==> src/rtl/vae_pkg.sv <==
// Shared constants for the level-1 VAE decoder: default sizes, coefficient map, FSM encoding.
package vae_pkg;

    localparam int N_DEF     = 9;
    localparam int WIDTH_DEF = 16;
    localparam int FRAC_DEF  = 8;

    // Coefficient bank layout: W1[0..8], W2[0..8], B[0..8]
    localparam int W1_BASE   = 0;
    localparam int W2_BASE   = 9;
    localparam int B_BASE    = 18;
    localparam int NCOEF     = 27;
    localparam int ADDR_W    = 5;

    typedef enum logic [1:0] {
        IDLE = 2'd0,
        RUN  = 2'd1,
        DONE = 2'd2
    } state_t;

endpackage

==> src/rtl/vae_mac.sv <==
// Shared signed multiply-accumulate for the VAE decoder; sign of acc+product gives the pixel.
// Optional saturating logit tap enabled by VAE_DECODER_LOGIT_EN.
module vae_mac #(
    parameter int WIDTH = 16,
    parameter int FRAC  = 8
) (
    input  logic                    clk,
    input  logic                    rst,
    input  logic                    init,
    input  logic                    accum,
    input  logic signed [WIDTH-1:0] coef,
    input  logic signed [WIDTH-1:0] lat,
    input  logic signed [WIDTH-1:0] bias,
    output logic                    pix
`ifdef VAE_DECODER_LOGIT_EN
    ,
    output logic signed [WIDTH-1:0] logit,
    output logic                    logit_valid
`endif
);

    // Two full products plus a shifted bias cannot overflow 2*WIDTH+2 bits.
    localparam int AW = 2 * WIDTH + 2;

    logic signed [2*WIDTH-1:0] prod;
    logic signed [AW-1:0]      bias_term;
    logic signed [AW-1:0]      sum;
    logic signed [AW-1:0]      acc_reg;

    assign prod      = coef * lat;
    assign bias_term = AW'(bias) <<< FRAC;
    assign sum       = acc_reg + AW'(prod);
    assign pix       = ~sum[AW-1];

    always_ff @(posedge clk or negedge rst) begin
        if (!rst) begin
            acc_reg <= '0;
        end else if (init) begin
            acc_reg <= bias_term + AW'(prod);
        end else if (accum) begin
            acc_reg <= sum;
        end
    end

`ifdef VAE_DECODER_LOGIT_EN
    localparam int LW = AW - FRAC;
    localparam logic signed [LW-1:0] LMAX = LW'((2 ** (WIDTH - 1)) - 1);
    localparam logic signed [LW-1:0] LMIN = LW'(-(2 ** (WIDTH - 1)));

    logic signed [LW-1:0]    shifted;
    logic signed [WIDTH-1:0] sat_value;
    logic signed [WIDTH-1:0] logit_reg;
    logic                    logit_valid_reg;

    assign shifted = LW'(sum >>> FRAC);

    always_comb begin
        sat_value = WIDTH'(shifted);
        if (shifted > LMAX) begin
            sat_value = WIDTH'(LMAX);
        end else if (shifted < LMIN) begin
            sat_value = WIDTH'(LMIN);
        end
    end

    always_ff @(posedge clk or negedge rst) begin
        if (!rst) begin
            logit_reg       <= '0;
            logit_valid_reg <= 1'b0;
        end else begin
            logit_valid_reg <= accum;
            if (accum) begin
                logit_reg <= sat_value;
            end
        end
    end

    assign logit       = logit_reg;
    assign logit_valid = logit_valid_reg;
`endif

endmodule

==> src/rtl/vae_decoder.sv <==
// Serial latent-to-pixel decoder: two MAC phases per pixel over a loadable coefficient bank.
// Define VAE_DECODER_LOGIT_EN to expose the saturated per-pixel logit.
module vae_decoder
    import vae_pkg::*;
#(
    parameter int N     = N_DEF,
    parameter int WIDTH = WIDTH_DEF,
    parameter int FRAC  = FRAC_DEF
) (
    input  logic                    clk,
    input  logic                    rst,
    input  logic signed [WIDTH-1:0] a1,
    input  logic signed [WIDTH-1:0] a2,
    input  logic                    start,
    input  logic                    w_we,
    input  logic [ADDR_W-1:0]       w_addr,
    input  logic signed [WIDTH-1:0] w_data,
    output logic [N-1:0]            out,
    output logic                    busy,
    output logic                    done
`ifdef VAE_DECODER_LOGIT_EN
    ,
    output logic signed [WIDTH-1:0] logit,
    output logic                    logit_valid
`endif
);

    localparam int IDXW = $clog2(N);
    localparam logic [IDXW-1:0] LAST_IDX = IDXW'(N - 1);

    state_t                  state_reg;
    logic [IDXW-1:0]         idx_reg;
    logic                    phase_reg;
    logic signed [WIDTH-1:0] a1_reg;
    logic signed [WIDTH-1:0] a2_reg;
    logic [N-1:0]            out_reg;
    logic                    busy_reg;
    logic                    done_reg;

    logic signed [WIDTH-1:0] coef_reg [NCOEF];
    logic [NCOEF-1:0]        wr_sel;
    logic                    wr_ok;

    // Writes are dropped for the whole run so coefficients stay stable.
    assign wr_ok = w_we & ~busy_reg;

    for (genvar gi = 0; gi < NCOEF; gi++) begin : g_wr_sel
        assign wr_sel[gi] = wr_ok && (w_addr == ADDR_W'(gi));
    end

    always_ff @(posedge clk or negedge rst) begin
        if (!rst) begin
            for (int i = 0; i < NCOEF; i++) begin
                coef_reg[i] <= '0;
            end
        end else begin
            for (int i = 0; i < NCOEF; i++) begin
                if (wr_sel[i]) begin
                    coef_reg[i] <= w_data;
                end
            end
        end
    end

    logic [ADDR_W-1:0]       w1_addr;
    logic [ADDR_W-1:0]       w2_addr;
    logic [ADDR_W-1:0]       b_addr;
    logic signed [WIDTH-1:0] mac_coef;
    logic signed [WIDTH-1:0] mac_lat;
    logic                    mac_init;
    logic                    mac_accum;
    logic                    pix;

    assign w1_addr   = ADDR_W'(W1_BASE) + ADDR_W'(idx_reg);
    assign w2_addr   = ADDR_W'(W2_BASE) + ADDR_W'(idx_reg);
    assign b_addr    = ADDR_W'(B_BASE) + ADDR_W'(idx_reg);
    assign mac_init  = (state_reg == RUN) && !phase_reg;
    assign mac_accum = (state_reg == RUN) && phase_reg;
    assign mac_coef  = phase_reg ? coef_reg[w2_addr] : coef_reg[w1_addr];
    assign mac_lat   = phase_reg ? a2_reg : a1_reg;

    vae_mac #(
        .WIDTH(WIDTH),
        .FRAC (FRAC)
    ) u_mac (
        .clk        (clk),
        .rst        (rst),
        .init       (mac_init),
        .accum      (mac_accum),
        .coef       (mac_coef),
        .lat        (mac_lat),
        .bias       (coef_reg[b_addr]),
        .pix        (pix)
`ifdef VAE_DECODER_LOGIT_EN
        ,
        .logit      (logit),
        .logit_valid(logit_valid)
`endif
    );

    always_ff @(posedge clk or negedge rst) begin
        if (!rst) begin
            state_reg <= IDLE;
            idx_reg   <= '0;
            phase_reg <= 1'b0;
            a1_reg    <= '0;
            a2_reg    <= '0;
            out_reg   <= '0;
            busy_reg  <= 1'b0;
            done_reg  <= 1'b0;
        end else begin
            done_reg <= 1'b0;
            case (state_reg)
                IDLE: begin
                    if (start) begin
                        a1_reg    <= a1;
                        a2_reg    <= a2;
                        idx_reg   <= '0;
                        phase_reg <= 1'b0;
                        busy_reg  <= 1'b1;
                        state_reg <= RUN;
                    end
                end
                RUN: begin
                    if (!phase_reg) begin
                        phase_reg <= 1'b1;
                    end else begin
                        out_reg[idx_reg] <= pix;
                        phase_reg        <= 1'b0;
                        if (idx_reg == LAST_IDX) begin
                            done_reg  <= 1'b1;
                            state_reg <= DONE;
                        end else begin
                            idx_reg <= idx_reg + 1'b1;
                        end
                    end
                end
                DONE: begin
                    busy_reg  <= 1'b0;
                    state_reg <= IDLE;
                end
                default: begin
                    busy_reg  <= 1'b0;
                    state_reg <= IDLE;
                end
            endcase
        end
    end

    assign out  = out_reg;
    assign busy = busy_reg;
    assign done = done_reg;

endmodule

==> config.mk <==
export PLATFORM = sky130hd
export DESIGN_NAME = vae_decoder
export DESIGN_NICKNAME = d
export VERILOG_FILES = /design/src/rtl/vae_pkg.sv /design/src/rtl/vae_mac.sv /design/src/rtl/vae_decoder.sv
export SDC_FILE = /design/constraint.sdc
export NUM_CORES = 2
export LEC_CHECK = 0
export CORE_MARGIN = 3
export CORE_UTILIZATION = 50
export DETAILED_ROUTE_END_ITERATION = 16
export PLACE_DENSITY = 0.78
export SKIP_CTS_REPAIR_TIMING = 1
export SYNTH_ARGS = -nofsm -noshare
export SYNTH_HDL_FRONTEND = slang
export SYNTH_SLANG_ARGS = --single-unit
==> constraint.sdc <==
create_clock -name clk -period 31.2 [get_ports clk]
set_input_delay 6.24 -clock clk [delete_from_list [all_inputs] [get_ports clk]]
set_output_delay 6.24 -clock clk [all_outputs]
set_load 0.1 [all_outputs]
==> metrics.cfg <==
[setup_path]
worst_ep_arrival_time_ns = 13.91
crit_path_end_kind = flip-flop
critPathMaxStageDelay_ns = 0.93
critPathBufInv = 7
path_class = reg2reg
cp-start-kind = flip-flop
cpMostUsedCell = fa_1
worstPathRequired_ns = 31.73
worstPathMaxFanout = 49
cp_top_family = adder cells
slowest_stage = dfrtp_4

[yosys]
synthCells = 3523
synth_area_um2 = 41100
synth_cell_types = 77
synth_compound_area_frac = 0.0714
synth-xor-area-share = 0.0183
yosys.area_share.simple = 0.0720
synth_top_family_by_area = multiplexers
synth_adder_area_share = 0.173
ys_ff_latch = 516
synth_edf_count = 0
yosys_warnings = 0
ys.flop_type = dfrtp_1
syn_avg_cell_area_um2 = 11.7
synth_mux_area_frac = 0.300
ys_async_sr_fraction = 1.00
synth_seq_area_share = 0.314
synth_nets = 3990

[sta]
fin_crit_sh = 0.429
setup_viol = 0
slew_violations = 0
tns_ns = 0
max_freq_mhz = 74.7
rsz0062_at_grt = no
skew_ns = 0.0558
slew_headroom = 0.119
tightest_slew_ns = 1.31
post-route-min-period_ns = 13.38
hold_violations = 0

[route]
via_per_inst = 6.33
vias = 29200
drc = 0
wl_um = 112000
drt_first_pass_iters = 6
wl_per_cell_um = 24.3
drtIter0Drc = 2775
ant_nets = 0

[clocking]
clock_path_buffers = 3
cts_made_buffers = 55
cts_tree = done
cts_sinks = 516
path_clk_slew_ns = 0.07
cts_root_buf = clkbuf_16
clock_latency_ns = 0.65
cts_htree_levels = 2

[place]
port_buffers = 67
dp.cells = 4509
placed_area_um2 = 43000
hpwl_um = 77100
gp_congestion = 0.908

[grt]
grt_pass1_vias = 30400
grt_max_degree = 173
grt_pass1_wl_um = 176000
grt_overflow_total = 0
grt_antenna_before_repair = 6
grt_util_all_layers = 0.264

[final_layout]
drive_gt1_frac = 0.275
largest_reg_flops = 432
layout.cells.most_common = dfrtp_1
design_area_um2 = 44900
nets = 3973
mostFrequentLayoutCells = dfrtp_1, mux2_2, inv_1
fin_util = 0.554
layoutNonFillerInstCount = 4613
syn2layout_area_growth_pct = 9.19

[die]
dieArea_um2 = 85700
rows = 104
initial_core_util = 0.508
fp.dieH_um = 293
boundaryPins = 68
fp.coreArea_um2 = 80900
die_w_um = 293

[status]
status = completed

[job]
cap_viol_max_count = 0

[hold_path]
hold_path_class = reg2reg

## logic make-up after synthesis
| logic type | count (synthesis) |
|---|---|
| DFF | 516 |
| adders and majority gates | 410 |
| muxes | 861 |
| and+or+nand+nor | 647 |
| AOI/OAI and AO/OA | 464 |
| xor gates and xnor gates | 84 |
| buffers and inverters | 541 |
## routing by layer
layer  track usage  wire, um  up-vias
met5             0        68        -
met2         0.424     52700     1421
met3        0.0569      9620      388
met4         0.150      7220       10
met1         0.333     42400    14900
li1              -         -    12500
## final timing paths
kind / from / to / slack [ns] / cells past startpoint
setup reg to reg: idx_reg[0]$_DFFE_PN0P_ / out[2]$_DFFE_PN0P_ / 17.82 / 38
setup / recovery: idx_reg[0]$_DFFE_PN0P_ / out[2]$_DFFE_PN0P_ / 17.82 / 38
max in group asynchronous: rst / phase_reg$_DFFE_PN0P_ / 23.02 / 3
hold / removal: u_mac.acc_reg[11]$_DFFE_PN0P_ / u_mac.acc_reg[11]$_DFFE_PN0P_ / 0.49 / 2
hold reg to reg: u_mac.acc_reg[11]$_DFFE_PN0P_ / u_mac.acc_reg[11]$_DFFE_PN0P_ / 0.49 / 2
min in group asynchronous: rst / coef_reg[364]$_DFFE_PN0P_ / 5.64 / 1
## layout make-up
| type | count | area, um2 |
|---|---|---|
| repair buffers | 143 | 1280 |
| clock inverters | 23 | 343 |
| inverters | 324 | 1220 |
| fillers | 6567 | 36100 |
| well taps | 1060 | 1330 |
| clock buffers | 79 | 1540 |
| flip-flops and latches | 516 | 12900 |
| multi-input cells | 2466 | 26200 |
| diodes | 2 | 5.00 |
## stage by stage
step / worst slack, ns / hold slack [ns]
after floorplan: 19.11 / 0.456
after global placement: 18.26 / 0.469
after detailed placement: 18.00 / 0.478
after CTS: 17.99 / 0.493
after global routing: 17.19 / 0.512
final: 17.82 / 0.488
## synthesized netlist by cell type, types with 19 or more instances
cell      instances  share of area
nor2_1          232          0.021
mux2_2          506           0.14
a21o_1           33         0.0060
nor3_1           33         0.0040
nor2b_1          36         0.0055
xor2_1           29         0.0062
buf_2            46         0.0056
nand2b_1         62         0.0094
mux4_2          246           0.13
clkbuf_1        157          0.014
o22ai_1          19         0.0029
nand2_1         192          0.018
nand3_1          24         0.0029
a31oi_1          21         0.0032
xnor2_1          54          0.012
fa_1            264           0.13
dfrtp_1         516           0.31
ha_1            146          0.044
a21oi_1         128          0.016
o21ai_0         125          0.015
mux2i_1         108          0.026
inv_1           323          0.030
## worst register-to-register path: cells and delay by family (launching register included)
kind,cells,cell delay (ns)
AOI/OAI and AO/OA,8,2.78
adders and majority gates,9,4.45
DFF,1,0.93
and+or+nand+nor,8,1.11
muxes,4,1.95
buffers and inverters,7,1.43
xor gates and xnor gates,2,0.58
Power is not shown: default switching activity piles up to over one toggle a cycle in this logic, so the estimate is an artifact.
